--- src/rtl/cmp_reservation_station_if.sv ---
//------------------------------------------------------------------------------
// cmp_rs_pkg / cmp_rs_if: compare-op decode type and reservation station bundle
// Revision 1.0
//------------------------------------------------------------------------------
`default_nettype none

package cmp_rs_pkg;
  typedef struct packed {
    logic is_unsigned;
    logic is_64;
    logic use_imm;
  } cmp_decode_t;
endpackage

interface cmp_rs_if #(
  parameter int RS_ID_WIDTH = 5,
  parameter int DEPTH       = 4
);
  logic                       flush;
  logic                       disp_valid;
  logic                       disp_ready;
  logic [31:0]                disp_op1;
  logic [31:0]                disp_op2;
  logic                       disp_op1_rdy;
  logic                       disp_op2_rdy;
  logic [RS_ID_WIDTH-1:0]     disp_op1_tag;
  logic [RS_ID_WIDTH-1:0]     disp_op2_tag;
  logic                       disp_xer_so;
  cmp_rs_pkg::cmp_decode_t    disp_control;
  logic [2:0]                 disp_cr_addr;
  logic                       cdb_valid;
  logic [RS_ID_WIDTH-1:0]     cdb_rs_id;
  logic [31:0]                cdb_data;
  logic                       issue_valid;
  logic                       issue_ready;
  logic [RS_ID_WIDTH-1:0]     issue_rs_id;
  logic [31:0]                issue_op1;
  logic [31:0]                issue_op2;
  logic                       issue_xer_so;
  cmp_rs_pkg::cmp_decode_t    issue_control;
  logic [2:0]                 issue_cr_addr;
  logic [$clog2(DEPTH+1)-1:0] occupancy;

  modport master (
    output flush, disp_valid, disp_op1, disp_op2, disp_op1_rdy, disp_op2_rdy,
           disp_op1_tag, disp_op2_tag, disp_xer_so, disp_control, disp_cr_addr,
           cdb_valid, cdb_rs_id, cdb_data, issue_ready,
    input  disp_ready, issue_valid, issue_rs_id, issue_op1, issue_op2,
           issue_xer_so, issue_control, issue_cr_addr, occupancy
  );

  modport slave (
    input  flush, disp_valid, disp_op1, disp_op2, disp_op1_rdy, disp_op2_rdy,
           disp_op1_tag, disp_op2_tag, disp_xer_so, disp_control, disp_cr_addr,
           cdb_valid, cdb_rs_id, cdb_data, issue_ready,
    output disp_ready, issue_valid, issue_rs_id, issue_op1, issue_op2,
           issue_xer_so, issue_control, issue_cr_addr, occupancy
  );
endinterface

`default_nettype wire

--- src/rtl/cmp_reservation_station.sv ---
//------------------------------------------------------------------------------
// cmp_reservation_station: age-ordered compare-unit reservation station, CDB wakeup
// Revision 1.0
//------------------------------------------------------------------------------
`default_nettype none

module cmp_reservation_station #(
  parameter int RS_ID_WIDTH = 5,
  parameter int DEPTH       = 4,
  parameter int RS_BASE_ID  = 0
) (
  input  wire logic clk,
  input  wire logic rst,
  cmp_rs_if.slave   io_rs
);
  localparam int IDX_W = $clog2(DEPTH);
  localparam int CNT_W = $clog2(DEPTH + 1);

  logic [DEPTH-1:0]          r_valid;
  logic [DEPTH-1:0]          r_older   [DEPTH];
  logic [31:0]               r_op1     [DEPTH];
  logic [31:0]               r_op2     [DEPTH];
  logic [RS_ID_WIDTH-1:0]    r_tag1    [DEPTH];
  logic [RS_ID_WIDTH-1:0]    r_tag2    [DEPTH];
  logic [DEPTH-1:0]          r_rdy1;
  logic [DEPTH-1:0]          r_rdy2;
  logic [DEPTH-1:0]          r_xer_so;
  cmp_rs_pkg::cmp_decode_t   r_ctrl    [DEPTH];
  logic [2:0]                r_cr_addr [DEPTH];

  logic [DEPTH-1:0]          w_elig;
  logic [IDX_W-1:0]          w_sel_idx;
  logic [IDX_W-1:0]          w_free_idx;
  logic [DEPTH-1:0]          w_issue_mask;
  logic [CNT_W-1:0]          w_occ;
  logic                      w_any_free;
  logic                      w_disp_fire;
  logic                      w_issue_fire;
  logic                      w_byp1;
  logic                      w_byp2;

  assign w_elig     = r_valid & r_rdy1 & r_rdy2;
  assign w_any_free = ~(&r_valid);

  // r_older[i][j] set means slot j is older than slot i; the oldest eligible slot
  // is the one whose row has no bit set among the eligible slots.
  always_comb begin
    w_sel_idx = '0;
    for (int i = 0; i < DEPTH; i++) begin
      if (w_elig[i] && ((r_older[i] & w_elig) == '0)) begin
        w_sel_idx = IDX_W'(i);
      end
    end
  end

  always_comb begin
    w_free_idx = '0;
    for (int i = DEPTH - 1; i >= 0; i--) begin
      if (!r_valid[i]) begin
        w_free_idx = IDX_W'(i);
      end
    end
  end

  always_comb begin
    w_occ = '0;
    for (int i = 0; i < DEPTH; i++) begin
      w_occ = w_occ + CNT_W'(r_valid[i]);
    end
  end

  assign io_rs.disp_ready  = !rst && !io_rs.flush && w_any_free;
  assign io_rs.issue_valid = (|w_elig) && !io_rs.flush && !rst;
  assign io_rs.occupancy   = w_occ;

  assign w_disp_fire  = io_rs.disp_valid && io_rs.disp_ready;
  assign w_issue_fire = io_rs.issue_valid && io_rs.issue_ready;
  assign w_issue_mask = w_issue_fire ? (DEPTH'(1) << w_sel_idx) : '0;

  assign w_byp1 = io_rs.cdb_valid && !io_rs.disp_op1_rdy && (io_rs.disp_op1_tag == io_rs.cdb_rs_id);
  assign w_byp2 = io_rs.cdb_valid && !io_rs.disp_op2_rdy && (io_rs.disp_op2_tag == io_rs.cdb_rs_id);

  always_comb begin
    io_rs.issue_rs_id   = '0;
    io_rs.issue_op1     = '0;
    io_rs.issue_op2     = '0;
    io_rs.issue_xer_so  = 1'b0;
    io_rs.issue_control = '0;
    io_rs.issue_cr_addr = '0;
    if (io_rs.issue_valid) begin
      io_rs.issue_rs_id   = RS_ID_WIDTH'(RS_BASE_ID) + RS_ID_WIDTH'(w_sel_idx);
      io_rs.issue_op1     = r_op1[w_sel_idx];
      io_rs.issue_op2     = r_op2[w_sel_idx];
      io_rs.issue_xer_so  = r_xer_so[w_sel_idx];
      io_rs.issue_control = r_ctrl[w_sel_idx];
      io_rs.issue_cr_addr = r_cr_addr[w_sel_idx];
    end
  end

  always_ff @(posedge clk) begin
    if (rst || io_rs.flush) begin
      r_valid <= '0;
      for (int i = 0; i < DEPTH; i++) begin
        r_older[i] <= '0;
      end
    end else begin
      for (int i = 0; i < DEPTH; i++) begin
        if (r_valid[i] && io_rs.cdb_valid) begin
          if (!r_rdy1[i] && (r_tag1[i] == io_rs.cdb_rs_id)) begin
            r_op1[i]  <= io_rs.cdb_data;
            r_rdy1[i] <= 1'b1;
          end
          if (!r_rdy2[i] && (r_tag2[i] == io_rs.cdb_rs_id)) begin
            r_op2[i]  <= io_rs.cdb_data;
            r_rdy2[i] <= 1'b1;
          end
        end
      end

      if (w_issue_fire) begin
        r_valid[w_sel_idx] <= 1'b0;
        for (int i = 0; i < DEPTH; i++) begin
          r_older[i][w_sel_idx] <= 1'b0;
        end
      end

      // The new row excludes the issuing slot, so this later write to the same
      // row keeps the column clear above consistent.
      if (w_disp_fire) begin
        r_valid[w_free_idx]   <= 1'b1;
        r_older[w_free_idx]   <= r_valid & ~w_issue_mask;
        r_op1[w_free_idx]     <= w_byp1 ? io_rs.cdb_data : io_rs.disp_op1;
        r_op2[w_free_idx]     <= w_byp2 ? io_rs.cdb_data : io_rs.disp_op2;
        r_rdy1[w_free_idx]    <= io_rs.disp_op1_rdy | w_byp1;
        r_rdy2[w_free_idx]    <= io_rs.disp_op2_rdy | w_byp2;
        r_tag1[w_free_idx]    <= io_rs.disp_op1_tag;
        r_tag2[w_free_idx]    <= io_rs.disp_op2_tag;
        r_xer_so[w_free_idx]  <= io_rs.disp_xer_so;
        r_ctrl[w_free_idx]    <= io_rs.disp_control;
        r_cr_addr[w_free_idx] <= io_rs.disp_cr_addr;
      end
    end
  end
endmodule

`default_nettype wire

--- src/flat_wrapper.sv ---
// flat-port wrapper written by rule: the top's interface ports become plain ports
module cmp_reservation_station_flat 
#(
  parameter int RS_ID_WIDTH = 5,
  parameter int DEPTH       = 4,
  parameter int RS_BASE_ID  = 0
)
  (clk, rst, io_rs_flush, io_rs_disp_valid, io_rs_disp_op1, io_rs_disp_op2, io_rs_disp_op1_rdy, io_rs_disp_op2_rdy, io_rs_disp_op1_tag, io_rs_disp_op2_tag, io_rs_disp_xer_so, io_rs_disp_control, io_rs_disp_cr_addr, io_rs_cdb_valid, io_rs_cdb_rs_id, io_rs_cdb_data, io_rs_issue_ready, io_rs_disp_ready, io_rs_issue_valid, io_rs_issue_rs_id, io_rs_issue_op1, io_rs_issue_op2, io_rs_issue_xer_so, io_rs_issue_control, io_rs_issue_cr_addr, io_rs_occupancy);
  cmp_rs_if #(.RS_ID_WIDTH(RS_ID_WIDTH), .DEPTH(DEPTH)) io_rs_i ();
  input  wire logic clk;
  input  wire logic rst;
  input wire logic [$bits(io_rs_i.flush)-1:0] io_rs_flush;
  input wire logic [$bits(io_rs_i.disp_valid)-1:0] io_rs_disp_valid;
  input wire logic [$bits(io_rs_i.disp_op1)-1:0] io_rs_disp_op1;
  input wire logic [$bits(io_rs_i.disp_op2)-1:0] io_rs_disp_op2;
  input wire logic [$bits(io_rs_i.disp_op1_rdy)-1:0] io_rs_disp_op1_rdy;
  input wire logic [$bits(io_rs_i.disp_op2_rdy)-1:0] io_rs_disp_op2_rdy;
  input wire logic [$bits(io_rs_i.disp_op1_tag)-1:0] io_rs_disp_op1_tag;
  input wire logic [$bits(io_rs_i.disp_op2_tag)-1:0] io_rs_disp_op2_tag;
  input wire logic [$bits(io_rs_i.disp_xer_so)-1:0] io_rs_disp_xer_so;
  input wire logic [$bits(io_rs_i.disp_control)-1:0] io_rs_disp_control;
  input wire logic [$bits(io_rs_i.disp_cr_addr)-1:0] io_rs_disp_cr_addr;
  input wire logic [$bits(io_rs_i.cdb_valid)-1:0] io_rs_cdb_valid;
  input wire logic [$bits(io_rs_i.cdb_rs_id)-1:0] io_rs_cdb_rs_id;
  input wire logic [$bits(io_rs_i.cdb_data)-1:0] io_rs_cdb_data;
  input wire logic [$bits(io_rs_i.issue_ready)-1:0] io_rs_issue_ready;
  output wire logic [$bits(io_rs_i.disp_ready)-1:0] io_rs_disp_ready;
  output wire logic [$bits(io_rs_i.issue_valid)-1:0] io_rs_issue_valid;
  output wire logic [$bits(io_rs_i.issue_rs_id)-1:0] io_rs_issue_rs_id;
  output wire logic [$bits(io_rs_i.issue_op1)-1:0] io_rs_issue_op1;
  output wire logic [$bits(io_rs_i.issue_op2)-1:0] io_rs_issue_op2;
  output wire logic [$bits(io_rs_i.issue_xer_so)-1:0] io_rs_issue_xer_so;
  output wire logic [$bits(io_rs_i.issue_control)-1:0] io_rs_issue_control;
  output wire logic [$bits(io_rs_i.issue_cr_addr)-1:0] io_rs_issue_cr_addr;
  output wire logic [$bits(io_rs_i.occupancy)-1:0] io_rs_occupancy;
  assign io_rs_i.flush = io_rs_flush;
  assign io_rs_i.disp_valid = io_rs_disp_valid;
  assign io_rs_i.disp_op1 = io_rs_disp_op1;
  assign io_rs_i.disp_op2 = io_rs_disp_op2;
  assign io_rs_i.disp_op1_rdy = io_rs_disp_op1_rdy;
  assign io_rs_i.disp_op2_rdy = io_rs_disp_op2_rdy;
  assign io_rs_i.disp_op1_tag = io_rs_disp_op1_tag;
  assign io_rs_i.disp_op2_tag = io_rs_disp_op2_tag;
  assign io_rs_i.disp_xer_so = io_rs_disp_xer_so;
  assign io_rs_i.disp_control = io_rs_disp_control;
  assign io_rs_i.disp_cr_addr = io_rs_disp_cr_addr;
  assign io_rs_i.cdb_valid = io_rs_cdb_valid;
  assign io_rs_i.cdb_rs_id = io_rs_cdb_rs_id;
  assign io_rs_i.cdb_data = io_rs_cdb_data;
  assign io_rs_i.issue_ready = io_rs_issue_ready;
  assign io_rs_disp_ready = io_rs_i.disp_ready;
  assign io_rs_issue_valid = io_rs_i.issue_valid;
  assign io_rs_issue_rs_id = io_rs_i.issue_rs_id;
  assign io_rs_issue_op1 = io_rs_i.issue_op1;
  assign io_rs_issue_op2 = io_rs_i.issue_op2;
  assign io_rs_issue_xer_so = io_rs_i.issue_xer_so;
  assign io_rs_issue_control = io_rs_i.issue_control;
  assign io_rs_issue_cr_addr = io_rs_i.issue_cr_addr;
  assign io_rs_occupancy = io_rs_i.occupancy;
  cmp_reservation_station #(.RS_ID_WIDTH(RS_ID_WIDTH), .DEPTH(DEPTH), .RS_BASE_ID(RS_BASE_ID)) u_core (.clk(clk), .rst(rst), .io_rs(io_rs_i));
endmodule
--- config.mk ---
export PLATFORM = sky130hd
export DESIGN_NAME = cmp_reservation_station_flat
export DESIGN_NICKNAME = d
export VERILOG_FILES = /design/src/rtl/cmp_reservation_station_if.sv /design/src/rtl/cmp_reservation_station.sv /design/src/flat_wrapper.sv
export SDC_FILE = /design/constraint.sdc
export NUM_CORES = 1
export LEC_CHECK = 0
export ABC_CLOCK_PERIOD_IN_PS = 8800
export BUFFER_PORTS_ARGS = -buffer_cell sky130_fd_sc_hd__clkbuf_2
export CORE_MARGIN = 5
export CORE_UTILIZATION = 36
export DETAILED_ROUTE_END_ITERATION = 7
export GPL_ROUTABILITY_DRIVEN = 0
export PLACE_DENSITY = 0.64
export SLEW_MARGIN = 20
export SYNTH_ARGS = -nofsm -noshare
export SYNTH_HDL_FRONTEND = slang
export SYNTH_SLANG_ARGS = --single-unit
--- constraint.sdc ---
create_clock -name clk -period 8.8 [get_ports clk]
set_clock_uncertainty 0.15 [all_clocks]
set_input_delay 1.76 -clock clk [delete_from_list [all_inputs] [get_ports clk]]
set_output_delay 1.76 -clock clk [all_outputs]
set_load 0.05 [all_outputs]
# --- After elaboration in Yosys (flattened, before gate mapping) ---
# Memory sizes are Yosys's and may differ from the RTL's.
# Index checks and enable logic that the tools add are counted.
op_classes:
  reduce_logical: 46
  eq_ne: 10
  n_bitwise: 30
  n_lt_le_gt_ge: 4
  addsub: 3
  n_shift: 1
  mux: 110
ops:
  columns: ["operator", "n"]
  rows:
  - ["32-bit two-way mux", 4]
  - ["1-bit two-way mux", 84]
  - ["5-bit == test", 10]
  - ["4-bit AND", 7]
  - ["4-bit two-way mux", 7]
  - ["1-bit logical AND", 27]
  - ["1-bit OR", 18]
  - ["2-bit two-way mux", 7]
  - ["4-bit bitwise mux", 3]
  - ["1-bit zero test", 12]
  - ["4-bit zero test", 3]
  - ["4-bit inverter", 2]
  - ["3-bit by 1-bit adder with 3-bit output", 2]
  - ["2-bit by 3-bit < comparator with 1-bit output, second input constant", 2]
  - ["3-bit two-way mux", 2]
  - ["1-bit demux with 2-bit select", 2]
  - ["2-bit by 1-bit >= comparator with 1-bit output, second input constant", 2]
  - ["4-bit OR", 1]
  - ["4-bit AND reduction", 1]
  - ["4-bit OR reduction", 1]
  - ["1-bit by 2-bit left shift with 4-bit output, first input constant", 1]
  - ["1-bit by 1-bit adder with 2-bit output", 1]
  - ["1-bit binary-select mux with 2-bit select", 1]
  - ["1-bit inverter", 2]
  - ["other kinds (2)", 2]
word_totals:
  n_memories: 7
  ramBits: 336
  word_cells: 215
  reg_bits: 16
mem_list:
  columns: ["name", "words", "word_bits", "rd", "rd_clocked_by_memory_dff", "write_ports", "line_no", "rtl"]
  rows:
  - ["u_core.r_op1", 4, 32, 1, 0, 5, "cmp_reservation_station.sv:21", "logic [31:0] r_op1 [DEPTH];"]
  - ["u_core.r_op2", 4, 32, 1, 0, 5, "cmp_reservation_station.sv:22", "logic [31:0] r_op2 [DEPTH];"]
  - ["u_core.r_tag1", 4, 5, 4, 0, 1, "cmp_reservation_station.sv:23", "logic [RS_ID_WIDTH-1:0] r_tag1 [DEPTH];"]
  - ["u_core.r_tag2", 4, 5, 4, 0, 1, "cmp_reservation_station.sv:24", "logic [RS_ID_WIDTH-1:0] r_tag2 [DEPTH];"]
  - ["u_core.r_older", 4, 4, 3, 0, 5, "cmp_reservation_station.sv:20", "logic [DEPTH-1:0] r_older [DEPTH];"]
  - ["u_core.r_cr_addr", 4, 3, 1, 0, 1, "cmp_reservation_station.sv:29", "logic [2:0] r_cr_addr [DEPTH];"]
  - ["1 more memories", null, null, null, null, null, null, null]

# --- Logic depth before layout (Yosys ltp) ---
logic_depth:
  depth_word: 18
  mapped_depth: 8
  mapped_depth_nobuf: 6

# --- Worst setup path before layout ---
# OpenSTA, ideal clock, no wires.
synth_timing:
  path_type: "in2out"
  start: "input port io_rs_flush"
  end: "output port io_rs_issue_op1[31]"
  t_arrival_ns: 4.856
  stages: 4
  path_slack_ns: 2.034
  required_ns: 6.890
  cell_sequence: "or2_2 -> clkinv_1 -> o41ai_4 -> a2111oi_0"
synth_via:
  elab_chain_cells: 4
synth_lines:
  columns: ["item", "line_no", "rtl"]
  rows:
  - ["from (decl)", "flat_wrapper.sv:12", "input wire logic [$bits(io_rs_i.flush)-1:0] io_rs_flush;"]
  - ["1-bit zero test", "cmp_reservation_station.sv:73", "assign io_rs.issue_valid = (|w_elig) && !io_rs.flush && !rst;"]
  - ["1-bit logical AND (2 in series)", "cmp_reservation_station.sv:73", null]
  - ["32-bit two-way mux", "cmp_reservation_station.sv:90", "if (io_rs.issue_valid) begin"]
  - ["to (decl)", "flat_wrapper.sv:30", "output wire logic [$bits(io_rs_i.issue_op1)-1:0] io_rs_issue_op1;"]
# Every way passes these cells.

# --- Worst setup path in the final report ---
layout_timing:
  start: "input port rst"
  end: "output port io_rs_issue_op2[20]"
layout_via:
  elab_chain_cells: 3
layout_lines:
  columns: ["item", "line_no", "rtl"]
  rows:
  - ["from (decl)", "flat_wrapper.sv:11", "input wire logic rst;"]
  - ["1-bit zero test", "cmp_reservation_station.sv:73", null]
  - ["1-bit logical AND", "cmp_reservation_station.sv:73", null]
  - ["32-bit two-way mux", "cmp_reservation_station.sv:90", null]
  - ["to (decl)", "flat_wrapper.sv:31", "output wire logic [$bits(io_rs_i.issue_op2)-1:0] io_rs_issue_op2;"]
# Every way passes these cells.

==> PnR_summary.wiki <==
{| class="wikitable"
! Metric !! Value
|-
| Complex-gate fraction of the synthesized area || 5.79%
|-
| Top post-synthesis cells by area || edfxtp_1, mux2_2, mux2i_1
|-
| Clock tree from TritonCTS || done
|-
| Largest net degree at the start of global routing || 76
|-
| Clock transition at path regs || 60 ps
|-
| Number of cells in the design after placement || 1928
|-
| Biggest area consumer among synthesized cells || edfxtp_1
|-
| Overall power of the completed layout || 3.62 mW
|-
| Worst slack at placement || 1960 ps
|-
| Power per cell area || 180 nW/µm²
|-
| Worst skew pair latency || 540 ps
|-
| Synth Register Bits || 348
|-
| Effective utilization at floorplan || 36.2%
|-
| Critical path data required time || 6890 ps
|-
| Mapped Area || 17200 µm²
|-
| Number of violations of the max-capacitance limit || 0
|-
| Number of iterations in the first detailed-routing pass || 5
|-
| Number of nets with antenna violations after routing || 0
|-
| Crit path DAT || 4900 ps
|-
| YS warnings || 0
|-
| Leading register cell type out of synthesis || edfxtp_1
|-
| Result of the run || finished clean
|-
| Post-detailed-routing wire length || 49800 µm
|-
| GR Overflow Total || 0
|-
| Clock Tree Buf Depth || 3
|-
| Count of mapped cells out of synthesis || 1162
|-
| Category of the worst setup path capture point || primary output
|-
| FF-to-FF Start || u_core.r_valid[0]
|-
| GRT Util Overall || 18.6%
|-
| Antenna diode count || 0
|-
| Post-DP HPWL || 30800 µm
|-
| Vias per cell || 5.49
|-
| Combinational family with the most area after synthesis || multiplexers
|-
| Type of origin of the critical path || input port
|-
| Hold WS || 631 ps
|-
| TritonCTS sink count || 348
|-
| Most instantiated library cell after synthesis || edfxtp_1
|-
| Final setup margin || 1990 ps
|-
| Clock buffers created by TritonCTS || 40
|-
| Register-to-Register Path Depth || 6
|-
| Crit path from || rst
|-
| Total setup violations reported at the end of the flow || 0
|-
| Post-CTS Repair Setup Buffers || 0
|-
| Basic-gate share of the synthesized area counting and, or, nand and nor cells || 5.05%
|-
| Biggest fanout along the worst timing path || 45
|-
| DRC marker count from the first detailed-route iteration || 784
|-
| Arithmetic-cell share of the synthesized area counting full adders, half adders and majority gates || 0.262%
|-
| Xor-xnor portion of the synthesized cell area || 2.55%
|-
| Via count || 11.0k
|-
| Setup TNS || 0 ps
|-
| Number of max-slew violations in the final report || 0
|-
| Maximum vdd drop || 0.126 mV
|-
| Final routed DRC violation total || 0
|-
| Count of buffers from port buffering || 203
|-
| Least-Margin Pin Slew || 1120 ps
|-
| Number of top-level pins || 207
|-
| Avg Cell Area, Syn || 14.8 µm²
|-
| Antenna violations before repair || 0
|-
| CORE AREA || 47500 µm²
|-
| Hold Buf Count CTS || 0
|-
| Number of global-route vias before repair || 11.5k
|-
| Multiplexer fraction of the synthesized cell area || 21.4%
|-
| Number of unique standard cell types used by synthesis || 49
|-
| Path type of the worst min-delay path || reg -> reg
|-
| Root Buffer Master || clkbuf_16
|-
| Finished Cell Area || 20100 µm²
|-
| Total die area || 52300 µm²
|-
| Ratio of cells with drive above 1 in the final layout || 40.2%
|-
| H-Tree Level Count || 2
|-
| Hold Path Depth || 2
|-
| Number of flops mapped to enable cells by yosys || 344
|-
| First-pass GRT wire length || 74000 µm
|-
| CTS-repair resized insts || 0
|-
| Net count reported at finish || 1485
|-
| Post-route insts no fill || 1999
|-
| Number of endpoints with negative hold slack in the final report || 0
|-
| Share of the synthesized area in the top cell type || 60.0%
|-
| Final design utilization || 42.3%
|-
| Static power due to leakage || 7.75 nW
|-
| Number of fillers in the final layout || 4286
|-
| Start point of the worst hold path || u_core.r_valid[1]
|-
| Sequential area share after synthesis || 60.5%
|-
| Layout-stage area growth over the synthesis result || 16.9%
|-
| Number of placement rows || 80
|-
| Placed inst area || 18900 µm²
|-
| Synth async-reset ratio || 0%
|-
| Relative slew slack || 25.5%
|-
| Die height || 229 µm
|-
| Setup repair after global routing missed its margin || false
|-
| Leading post-synthesis cells by instance count || edfxtp_1, mux2_2, mux2i_1
|-
| Final period demand of the worst path || 6810 ps
|-
| Die extent in x || 229 µm
|-
| Critical setup path kind || in -> out
|-
| Post-route clock period utilization || 77.4%
|-
| Timing-limited maximum frequency || 147 MHz
|-
| Average wire per standard cell || 24.9 µm
|}
## routing by layer
| layer | wire length, µm | vias to the layer above | track usage (%) |
|---|---|---|---|
| li1 | - | 4935 | - |
| met2 | 24100 | 351 | 31.1 |
| met3 | 3120 | 69 | 4.80 |
| met1 | 21600 | 5613 | 24.4 |
| met4 | 1020 | 0 | 4.50 |
| met5 | 0 | - | 0 |
## cells by family after synthesis
family,count (synthesis)
compound gates,119
xor+xnor,50
fa+ha+maj,3
buf+inv,158
flops,348
mux,335
other cells,1
simple gates,148
## flip-flops by register name, summed over array words and instances (netlist names)
name              cells
u_core.r_valid        4
u_core.r_op2        128
u_core.r_ctrl        12
u_core.r_older       12
u_core.r_tag2        20
u_core.r_xer_so       4
u_core.r_tag1        20
u_core.r_rdy2         4
u_core.r_cr_addr     12
u_core.r_op1        128
u_core.r_rdy1         4
## layout make-up
| class | count | area (µm²) | area share (%) |
|---|---|---|---|
| clock buffer | 48 | 1050 | 5.23 |
| timing repair buffer | 229 | 1230 | 6.10 |
| tap | 615 | 769 | 3.83 |
| sequential | 348 | 10400 | 51.8 |
| inverter | 76 | 287 | 1.42 |
| multi-input combinational | 661 | 6200 | 30.8 |
| clock inverter | 22 | 166 | 0.827 |
## final timing paths
kind / slack, ps / endpoint
setup / recovery: 1990 / io_rs_issue_op2[20]
setup reg to reg: 4930 / u_core.r_op1[1][28]
hold / removal: 630 / u_core.r_valid[1]
hold reg to reg: 630 / u_core.r_valid[1]
## placed cells by master (no fill, tap or decap), types with 3 or more instances in the layout
cell type  count
edfxtp_1     344
mux2_2       243
clkbuf_2     203
mux2i_1       79
inv_1         74
nand3_1       71
o221ai_1      67
xor2_1        42
clkbuf_16     41
nand4_1       25
buf_4         24
mux2_1        13
a21oi_1       10
clkinv_1       9
xnor2_1        8
a41oi_1        8
nor4_1         8
o21ai_0        8
o31ai_4        8
and3_1         8
clkinv_2       8
nand2_1        7
nor2_1         7
clkbuf_1       7
conb_1         6
a21o_2         4
a21oi_4        4
dfxtp_1        4
nor3_1         3
and4_1         3
and4b_1        3
## worst max-delay path: stages
cell,delay [ps]
clkbuf_2,90
or2_2,410
clkinv_1,600
o41ai_4,260
clkinv_2,220
nand3_4,460
buf_4,500
o221ai_1,260
clkbuf_2,310
## report_power, final
| part | internal (mW) | total, mW | switching, mW |
|---|---|---|---|
| Combinational | 0.0874 | 0.198 | 0.111 |
| Sequential | 1.84 | 1.85 | 0.00761 |
| Clock | 0.911 | 1.57 | 0.664 |
| Total | 2.84 | 3.62 | 0.782 |
No activity file was read; power rests on OpenSTA's default activity.
